### src/rtl/dram_arb_pkg.sv
// Shared types and constants for the DRAM read arbiter.
//   state_e     : arbiter FSM states
//   AXI_DATA_W  : AXI read data width
//   ADDR_W_DEF  : default byte address width
//   BEAT_CNT_W  : beat counter width (matches the 8-bit AXI length)
package dram_arb_pkg;

    typedef enum logic [1:0] {
        ST_IDLE = 2'd0,
        ST_ADDR = 2'd1,
        ST_DATA = 2'd2
    } state_e;

    localparam int unsigned AXI_DATA_W = 256;
    localparam int unsigned ADDR_W_DEF = 33;
    localparam int unsigned BEAT_CNT_W = 8;

endpackage

### src/rtl/dram_read_arbiter_rr_arbiter.sv
// Round-robin priority select: picks the first set request at or after ptr,
// searching circularly.
//   req  : request vector
//   ptr  : highest-priority index
//   gnt  : one-hot grant (zero when no request)
//   idx  : encoded grant index
//   any  : at least one request is set
module rr_arbiter
    import dram_arb_pkg::*;
#(
    parameter int unsigned NUM_REQ = 4,
    parameter int unsigned IDX_W   = $clog2(NUM_REQ)
) (
    input  logic [NUM_REQ-1:0] req,
    input  logic [IDX_W-1:0]   ptr,
    output logic [NUM_REQ-1:0] gnt,
    output logic [IDX_W-1:0]   idx,
    output logic               any
);

    logic [IDX_W-1:0] pos;

    // Scan from the farthest offset to the nearest so the nearest set bit wins.
    always_comb begin
        gnt = '0;
        idx = '0;
        pos = '0;
        any = |req;
        for (int unsigned k = 0; k < NUM_REQ; k++) begin
            pos = IDX_W'((32'(ptr) + NUM_REQ - 1 - k) % NUM_REQ);
            if (req[pos]) begin
                idx = pos;
            end
        end
        if (any) begin
            gnt[idx] = 1'b1;
        end
    end

endmodule

### src/rtl/dram_read_arbiter.sv
// Shares one 256-bit AXI read port between NUM_REQ requesters, one burst
// outstanding at a time, round-robin fairness.
// Optional build macro: DRAM_ARB_WATCHDOG_EN enables an idle-beat watchdog
// that aborts a stalled burst after TIMEOUT cycles and pulses err_out.
//   req_valid/req_addr/req_len : per-requester read requests (packed)
//   req_ready                  : one-hot accept pulse (IDLE cycle of grant)
//   rsp_valid/rsp_last/rsp_data: beat steering back to the owning requester
//   axi_ar*                    : AXI read address channel
//   axi_r*                     : AXI read data channel
//   err_out                    : watchdog abort pulse
// rsp_*, req_ready, axi_arvalid_out, axi_rready_out and err_out are decoded
// from the state register and live inputs; AR payload comes from latches.
module dram_read_arbiter
    import dram_arb_pkg::*;
#(
    parameter int unsigned NUM_REQ = 4,
    parameter int unsigned ID_W    = 8,
    parameter int unsigned ADDR_W  = ADDR_W_DEF
`ifdef DRAM_ARB_WATCHDOG_EN
    ,
    parameter int unsigned TIMEOUT = 1024
`endif
) (
    input  logic                        clk,
    input  logic                        rst,
    input  logic [NUM_REQ-1:0]          req_valid,
    input  logic [NUM_REQ*ADDR_W-1:0]   req_addr,
    input  logic [NUM_REQ*8-1:0]        req_len,
    output logic [NUM_REQ-1:0]          req_ready,
    output logic [NUM_REQ-1:0]          rsp_valid,
    output logic                        rsp_last,
    output logic [AXI_DATA_W-1:0]       rsp_data,
    output logic                        axi_arvalid_out,
    input  logic                        axi_arready_in,
    output logic [ID_W-1:0]             axi_arid_out,
    output logic [ADDR_W-1:0]           axi_araddr_out,
    output logic [7:0]                  axi_arlen_out,
    input  logic                        axi_rvalid_in,
    input  logic [ID_W-1:0]             axi_rid_in,
    input  logic [AXI_DATA_W-1:0]       axi_rdata_in,
    output logic                        axi_rready_out,
    output logic                        err_out
);

    localparam int unsigned IDX_W = $clog2(NUM_REQ);

    state_e                state_q, state_d;
    logic [IDX_W-1:0]      ptr_q, ptr_d;
    logic [IDX_W-1:0]      gnt_idx_q, gnt_idx_d;
    logic [ADDR_W-1:0]     addr_q, addr_d;
    logic [BEAT_CNT_W-1:0] len_q, len_d;
    logic [BEAT_CNT_W-1:0] beat_q, beat_d;

    logic [ADDR_W-1:0]     addr_arr [NUM_REQ];
    logic [BEAT_CNT_W-1:0] len_arr  [NUM_REQ];
    logic [NUM_REQ-1:0]    arb_gnt;
    logic [IDX_W-1:0]      arb_idx;
    logic                  arb_any;
    logic                  rid_match;
    logic [IDX_W-1:0]      ptr_next;

    // Unpack the per-requester address/length fields.
    for (genvar i = 0; i < NUM_REQ; i++) begin : g_unpack
        assign addr_arr[i] = req_addr[i*ADDR_W +: ADDR_W];
        assign len_arr[i]  = req_len[i*BEAT_CNT_W +: BEAT_CNT_W];
    end

    rr_arbiter #(
        .NUM_REQ (NUM_REQ),
        .IDX_W   (IDX_W)
    ) u_rr (
        .req (req_valid),
        .ptr (ptr_q),
        .gnt (arb_gnt),
        .idx (arb_idx),
        .any (arb_any)
    );

    assign rid_match      = (axi_rid_in == ID_W'(gnt_idx_q));
    assign ptr_next       = IDX_W'((32'(gnt_idx_q) + 32'd1) % NUM_REQ);
    assign axi_arid_out   = ID_W'(gnt_idx_q);
    assign axi_araddr_out = addr_q;
    assign axi_arlen_out  = len_q;

`ifdef DRAM_ARB_WATCHDOG_EN
    localparam int unsigned WD_W = $clog2(TIMEOUT + 1);
    logic [WD_W-1:0] wdog_q, wdog_d;
    logic            err_c;
    assign err_out = err_c;

    // Idle-beat watchdog counter.
    always_ff @(posedge clk) begin
        if (rst) begin
            wdog_q <= '0;
        end else begin
            wdog_q <= wdog_d;
        end
    end
`else
    assign err_out = 1'b0;
`endif

    // State and latch registers.
    always_ff @(posedge clk) begin
        if (rst) begin
            state_q   <= ST_IDLE;
            ptr_q     <= '0;
            gnt_idx_q <= '0;
            addr_q    <= '0;
            len_q     <= '0;
            beat_q    <= '0;
        end else begin
            state_q   <= state_d;
            ptr_q     <= ptr_d;
            gnt_idx_q <= gnt_idx_d;
            addr_q    <= addr_d;
            len_q     <= len_d;
            beat_q    <= beat_d;
        end
    end

    // Next-state, grant latching and beat steering.
    always_comb begin
        state_d         = state_q;
        ptr_d           = ptr_q;
        gnt_idx_d       = gnt_idx_q;
        addr_d          = addr_q;
        len_d           = len_q;
        beat_d          = beat_q;
        req_ready       = '0;
        rsp_valid       = '0;
        rsp_last        = 1'b0;
        rsp_data        = '0;
        axi_arvalid_out = 1'b0;
        axi_rready_out  = 1'b0;
`ifdef DRAM_ARB_WATCHDOG_EN
        wdog_d          = '0;
        err_c           = 1'b0;
`endif

        case (state_q)
            ST_IDLE: begin
                if (arb_any) begin
                    gnt_idx_d = arb_idx;
                    addr_d    = addr_arr[arb_idx];
                    len_d     = len_arr[arb_idx];
                    req_ready = arb_gnt;
                    state_d   = ST_ADDR;
                end
            end
            ST_ADDR: begin
                axi_arvalid_out = 1'b1;
                if (axi_arready_in) begin
                    beat_d  = '0;
                    state_d = ST_DATA;
                end
            end
            ST_DATA: begin
                axi_rready_out = 1'b1;
                rsp_data       = axi_rdata_in;
                // Beats for other IDs are accepted and dropped.
                if (axi_rvalid_in && rid_match) begin
                    rsp_valid[gnt_idx_q] = 1'b1;
                    beat_d               = beat_q + BEAT_CNT_W'(1);
                    if (beat_q == len_q) begin
                        rsp_last = 1'b1;
                        ptr_d    = ptr_next;
                        state_d  = ST_IDLE;
                    end
                end
`ifdef DRAM_ARB_WATCHDOG_EN
                if (axi_rvalid_in) begin
                    wdog_d = '0;
                end else if (32'(wdog_q) + 32'd1 >= TIMEOUT) begin
                    err_c   = 1'b1;
                    ptr_d   = ptr_next;
                    state_d = ST_IDLE;
                end else begin
                    wdog_d = wdog_q + WD_W'(1);
                end
`endif
            end
            default: begin
                state_d = ST_IDLE;
            end
        endcase

        // Keep every decoded output quiet while reset is applied.
        if (rst) begin
            req_ready       = '0;
            rsp_valid       = '0;
            rsp_last        = 1'b0;
            rsp_data        = '0;
            axi_arvalid_out = 1'b0;
            axi_rready_out  = 1'b0;
`ifdef DRAM_ARB_WATCHDOG_EN
            err_c           = 1'b0;
`endif
        end
    end

endmodule
### config.mk
export PLATFORM = sky130hd
export DESIGN_NAME = dram_read_arbiter
export DESIGN_NICKNAME = d
export VERILOG_FILES = /design/src/rtl/dram_arb_pkg.sv /design/src/rtl/dram_read_arbiter_rr_arbiter.sv /design/src/rtl/dram_read_arbiter.sv
export SDC_FILE = /design/constraint.sdc
export NUM_CORES = 1
export LEC_CHECK = 0
export CAP_MARGIN = 20
export CORE_AREA = 2 2 297 299
export DETAILED_ROUTE_END_ITERATION = 7
export DIE_AREA = 0 0 299 301
export PLACE_DENSITY = 0.38
export SKIP_CTS_REPAIR_TIMING = 1
export SYNTH_ARGS = -nofsm -noshare
export SYNTH_HDL_FRONTEND = slang
export SYNTH_SLANG_ARGS = --single-unit
### constraint.sdc
create_clock -name clk -period 3.38 [get_ports clk]
set_clock_uncertainty 0.15 [all_clocks]
set_input_delay 1.014 -clock clk [delete_from_list [all_inputs] [get_ports clk]]
set_output_delay 1.014 -clock clk [all_outputs]
set_load 0.005 [all_outputs]
* After elaboration in Yosys (flattened, before gate mapping)
Index checks and enable logic that the tools add are counted.
** Storage, ports and cells
- Input port bits :: 436
- Flip-flop bits (word level) :: 55
- Output and inout bits :: 317
** Cells by class
- Bitwise logic cells :: 1
- Mux-type cells :: 46
- Magnitude comparators :: 9
- Reductions and logical operators :: 10
- Add/sub/neg operators :: 7
- Eq/ne operators :: 8
** Operator list (count)
- 2-to-1 mux 256 bit :: 2
- binary-select mux 33 bit (select 2 bit) :: 1
- 2-to-1 mux 33 bit :: 2
- 2-to-1 mux 8 bit :: 4
- 2-to-1 mux 4 bit :: 6
- < comparator 2 x 3 -> 1 bit, second input constant :: 6
- binary-select mux 8 bit (select 2 bit) :: 1
- 2-to-1 mux 2 bit :: 8
- one-hot mux 8 bit (2 select lines) :: 1
- 2-to-1 mux 1 bit :: 14
- adder 8 x 1 -> 8 bit, second input constant :: 1
- binary-select mux 1 bit (select 2 bit) :: 4
- == test 8 x 2 -> 1 bit :: 1
- == test 8 bit :: 1
- inequality test 2 bit, second input constant :: 4
- one-hot mux 2 bit (3 select lines) :: 1
- AND reduction 3 bit :: 2
- adder 2 x 1 -> 2 bit, second input constant :: 2
- demux 1 bit (select 2 bit) :: 2
- >= comparator 2 x 1 -> 1 bit, second input constant :: 2
- AND reduction 4 bit :: 1
- OR reduction 4 bit :: 1
- subtractor 2 x 1 -> 2 bit, second input constant :: 2
- subtractor 2 bit, second input constant :: 2
- other kinds (8) :: 10

* Longest topological paths before layout
- Depth after elaboration :: 15
- Mapped depth :: 8

* By module
A second synthesis with hierarchy kept.
** Second synthesis, totals
- Cell total of the unflattened synthesis :: 681
- Area, all modules :: 5361.4 um2
** Modules (own cells, without submodules)
- dram_read_arbiter :: cells an instance 652, area each 5178.7 um2, sequential area each 1101.1 um2, instances 1
- rr_arbiter :: cells an instance 29, area each 182.7 um2, sequential area each 0.0 um2, instances 1

* Worst setup path before layout
OpenSTA, ideal clock, no wires.
- Path kind :: in2out
- Start :: input port req_valid[1]
- End :: output port req_ready[0]
- Arrival :: 2.087 ns
- Data required time :: 2.216 ns
- Slack :: 0.129 ns
- Cell stages on the path :: 7
- Path through :: nor2_1 a311o_1 nor2_2 nand2b_1 buf_2 clkbuf_1 nor2_1
** On the way
- Cells in the longest elaborated chain, start to end :: 13
- Elaborated cells between the ends (all ways) :: 21
- Those cells by class :: 2 x order compare; 17 x mux; 2 x reduce/logical
** Ends and longest elaborated chain
- start: declaration :: RTL line dram_read_arbiter.sv:26 : input logic [NUM_REQ-1:0] req_valid,
- binary-select mux 1 bit (select 2 bit) :: RTL line dram_read_arbiter_rr_arbiter.sv:31 : if (req[pos]) begin
- 2-to-1 mux 1 bit (not written as such) :: RTL line dram_read_arbiter_rr_arbiter.sv:31
- 2-to-1 mux 2 bit (4 in a row) :: RTL line dram_read_arbiter_rr_arbiter.sv:31
- < comparator 2 x 3 -> 1 bit (not written as such) or >= comparator 2 x 1 -> 1 bit (tied branches) :: RTL line dram_read_arbiter_rr_arbiter.sv:36 : gnt[idx] = 1'b1;
- logical AND 1 bit (not written as such) :: RTL line dram_read_arbiter_rr_arbiter.sv:36
- 2-to-1 mux 1 bit (not written as such) :: RTL line dram_read_arbiter_rr_arbiter.sv:36
- demux 1 bit (select 2 bit)
- 2-to-1 mux 4 bit (*) :: RTL line dram_read_arbiter.sv:143 : if (arb_any) begin
- 2-to-1 mux 4 bit (*) :: RTL line dram_read_arbiter.sv:141 : case (state_q)
- 2-to-1 mux 4 bit (*) :: RTL line dram_read_arbiter.sv:189 : if (rst) begin
- end: declaration :: RTL line dram_read_arbiter.sv:29 : output logic [NUM_REQ-1:0] req_ready,
Mark *: on every way between the ends. The rest lies on a longest branch, timed or not. The select of a mux whose other input is x is not followed.

* Worst setup path in the final report
- Start :: input port axi_rid_in[6]
- End :: output port rsp_last
** On the way
- Cells in the longest elaborated chain, start to end :: 5
** Ends and longest elaborated chain
- start: declaration :: RTL line dram_read_arbiter.sv:39 : input logic [ID_W-1:0] axi_rid_in,
- == test 8 x 2 -> 1 bit :: RTL line dram_read_arbiter.sv:79 : assign rid_match = (axi_rid_in == ID_W'(gnt_idx_q));
- logical AND 1 bit :: RTL line dram_read_arbiter.sv:162 : if (axi_rvalid_in && rid_match) begin
- 2-to-1 mux 1 bit :: RTL line dram_read_arbiter.sv:162
- 2-to-1 mux 1 bit :: RTL line dram_read_arbiter.sv:141
- 2-to-1 mux 1 bit :: RTL line dram_read_arbiter.sv:189
- end: declaration :: RTL line dram_read_arbiter.sv:31 : output logic rsp_last,
Every way passes these cells.

==> reports/metrics.yaml <==
sta:
  timing.max_slew.rel_slack_pct: 46.11
  tightestPinTransition_ns: 0.8066
  layout_setup_ws_ns: -0.1608
  fmaxAchievable_ghz: 0.2824
  final_max_slew_viol_count: 0
  finalHoldViolCount: 0
  setup_violations: 7
  post-route-min-period_ns: 3.541
  setup_repair_after_global_routing_missed_its_margin: "yes"
  fin_crit_sh_pct: 104.8
synthesis:
  synth.most_common_cell: "sky130_fd_sc_hd__and2_1"
  synth_commonest_cells: "sky130_fd_sc_hd__and2_1, sky130_fd_sc_hd__mux2i_1, sky130_fd_sc_hd__dfxtp_1"
  synth-compound-area-share_pct: 10.11
  synth_area_um2: 5002
  ys.warnings.count: 0
  async_set_or_reset_register_ratio_after_synthesis_pct: 0
  synthesis_stage_register_bit_count: 55
  synth_enable_flop_cells: 0
  synth_top_family_by_area: "simple AND/OR/NAND/NOR gates"
  synth_top_area_share_pct: 32.77
  mux_share_of_post_synthesis_cell_area_pct: 17.41
  synth_cell_type_count: 37
  postSynthAreaPerCell_um2: 7.816
  yosys.area_share.adder_pct: 1.251
  synth_area_leader_cell: "sky130_fd_sc_hd__and2_1"
  synth-xor-area-share_pct: 1.751
  synth.yosys.seq_area_share_pct: 22.01
  synth_ff_type: "sky130_fd_sc_hd__dfxtp_1"
  synth_simple_gate_area_share_pct: 41.07
  ys_top_cells_by_area: "sky130_fd_sc_hd__and2_1, sky130_fd_sc_hd__dfxtp_1, sky130_fd_sc_hd__mux2i_1"
  synthCells: 640
critical_path:
  cell_type_of_the_slowest_stage_on_the_worst_timing_path: "sky130_fd_sc_hd__or3_4"
  worst-path-max-fanout: 2
  critPathRequiredTime_ns: 2.22
  timing.rr.start: "ptr_q[0]"
  reg2reg_slack_ns: 0.98
  regToRegEndpoint: "axi_arlen_out[0]"
  worstSetupPathType: "in2out"
  timing.critical_path.arrival_ns: 2.38
  crit_path_max_cell_delay_ns: 0.39
  start_kind: "input port"
  crit_family: "simple AND/OR/NAND/NOR gates"
  rr_worst_depth: 8
  endpoint_kind: "output pin"
  wp_buf_inv: 3
  critical_path.cell_chain: "buf_6 -> nor4b_4 -> buf_4 -> nand4_4 -> or3_4 -> nor2_2 -> buf_2"
placed_design:
  buffer_ports.inserted: 745
  place.detailed.hpwl_mm: 52.01
  placement.setup.worst_slack_ns: -1.218
  gp_routability_congestion: 0.9120
  placed_cells: 2551
drt:
  via_count: 8054
  initialDrtViolationCount: 350
  postRouteAntennaNets: 0
  drc: 0
  detail_route.vias_per_cell: 3.085
  drt-total-wl_mm: 61.53
  routedWlPerCell_um: 23.57
  detail_route.first_pass.iterations: 4
global_routing:
  vias_in_the_first_global_route: 8018
  grt_first_pass_wirelength_mm: 72.99
  grt_usage_pct: 12.04
  grt_overflow_total: 0
  antenna_found_initial: 51
  grt_max_degree: 77
clocking:
  cts.reportedPaths.clkPinSlew_ns: 0.08
  clock-root-buffer: "sky130_fd_sc_hd__clkbuf_16"
  cts_inserted_buffers: 5
  clock-sinks: 55
  tritoncts: "built"
  ctsLongestPathBuffers: 2
  h-tree-depth: 2
  worstSkewPairLatency_ns: 0.31
die:
  die-area_um2: 90000
  placementRows: 108
  design.core.area_um2: 86480
  floorplan.die.height_um: 301
  initial_utilization_pct: 5.784
  die_w_um: 299
  ios: 753
worst_hold_path:
  min-delay-path-class: "reg2reg"
  min-delay-start: "axi_araddr_out[9]"
  hold_path_depth: 2
  whs_endpoint: "axi_araddr_out[9]"
power:
  power.combinational.fraction_pct: 52.1
  swShare_pct: 30.14
  leakagePower_nw: 9.645
  vdd.ir_drop.worst_mv: 0.2040
  net-switching-power_w: 0.0008829
  power_per_cell_area_nw_per_um2: 185.0
  power_frac_clock_pct: 21.3
  total_power_w: 0.002929
  power.share.sequential_pct: 26.7
  intPower_w: 0.002046
finish:
  post_route_cells_drive_above_1_share_pct: 15.11
  stdcell_count: 2611
  finish.net_count: 1884
  area_delta_synth_final_pct: 216.6
run_status:
  status: "finished, violations left"
  failed_checks: "setup timing"
run:
  drv.max_cap_violation_count: 0
## layer usage
layer	vias up	share of wire, %	GRT usage (%)
met5	-	0.16	0
met4	16	1.3	1.274
met3	66	11	5.851
met2	493	52	22.45
met1	3720	35	12.49
li1	3759	-	-
## cell type report
class                   instances  area (µm²)
fillers                      9600       70650
flip-flops and latches         55        1101
repair inverters                1       11.26
multi-input cells             522        3797
well taps                    1155        1445
repair buffers                850        9243
inverters                       8       46.29
clock buffers                   6       128.9
diodes                         13       32.53
clock inverters                 1       30.03
## metrics by stage
stage	area [µm²]	TNS [ns]	utilization, %	hold WS (ns)
floorplan	5025	0	-	0.3069
detailed placement	14420	-192.01	16.68	0.3028
finish	15840	-0.6192	18.31	0.3152
CTS	14580	-186.57	16.86	0.3206
global placement	14420	-183.54	16.68	0.2964
global route	15810	-1.484	18.28	0.3459
## power by group through the flow
stage          registers [W]  logic, W  clock network, W
3_3_place_gp        0.000800   0.00147                 0
3_5_place_dp        0.000802   0.00146                 0
5_1_grt             0.000795   0.00163          0.000675
6_report            0.000781   0.00152          0.000623
2_1_floorplan       0.000792  0.000337                 0
4_1_cts             0.000788   0.00147          0.000659
## registers in the layout, summed over array words and instances, names as in the netlist
| register | flops |
|---|---|
| axi_araddr_out | 33 |
| axi_arlen_out | 8 |
| beat_q | 8 |
| gnt_idx_q | 2 |
| ptr_q | 2 |
| state_q | 2 |
## kinds of logic after synthesis
kind of cell    after synthesis
flops                        55
compound gates               64
fa+ha+maj                     5
mux                          87
other cells                   1
xor+xnor                     10
simple gates                349
buf+inv                      69
## layout by cell type, fill, tap and decap left out, drive strengths merged, types with 7 or more instances in the layout
| master | instances |
|---|---|
| inv | 9 |
| dlymetal6s2s | 224 |
| mux2i | 87 |
| a21oi | 9 |
| nand2 | 45 |
| clkbuf | 53 |
| diode | 13 |
| and2 | 262 |
| conb | 7 |
| dfxtp | 55 |
| o221ai | 41 |
| nor2 | 13 |
| clkdlybuf4s50 | 467 |
| buf | 112 |
| xnor2 | 10 |
## how the worst max path moves through the flow
stage	depth (start not counted)	to	start
5_1_grt	7	rsp_last	axi_rid_in[6]
3_3_place_gp	8	rsp_last	axi_rid_in[3]
3_5_place_dp	8	rsp_last	axi_rid_in[3]
4_1_cts	8	rsp_last	axi_rid_in[3]
2_1_floorplan	7	req_ready[0]	req_valid[1]
6_report	7	rsp_last	axi_rid_in[6]
## worst reg2reg max path, stage by stage, from the launching register on
cell                       delay [ns]
sky130_fd_sc_hd__dfxtp_1         0.44
sky130_fd_sc_hd__nand2b_1        0.17
sky130_fd_sc_hd__nor2b_1         0.17
sky130_fd_sc_hd__o22a_4          0.18
sky130_fd_sc_hd__buf_4           0.17
sky130_fd_sc_hd__buf_12          0.37
sky130_fd_sc_hd__mux2i_1         0.36
sky130_fd_sc_hd__buf_4           0.14
sky130_fd_sc_hd__o221ai_1        0.10
(Power assumes the default switching activity.)
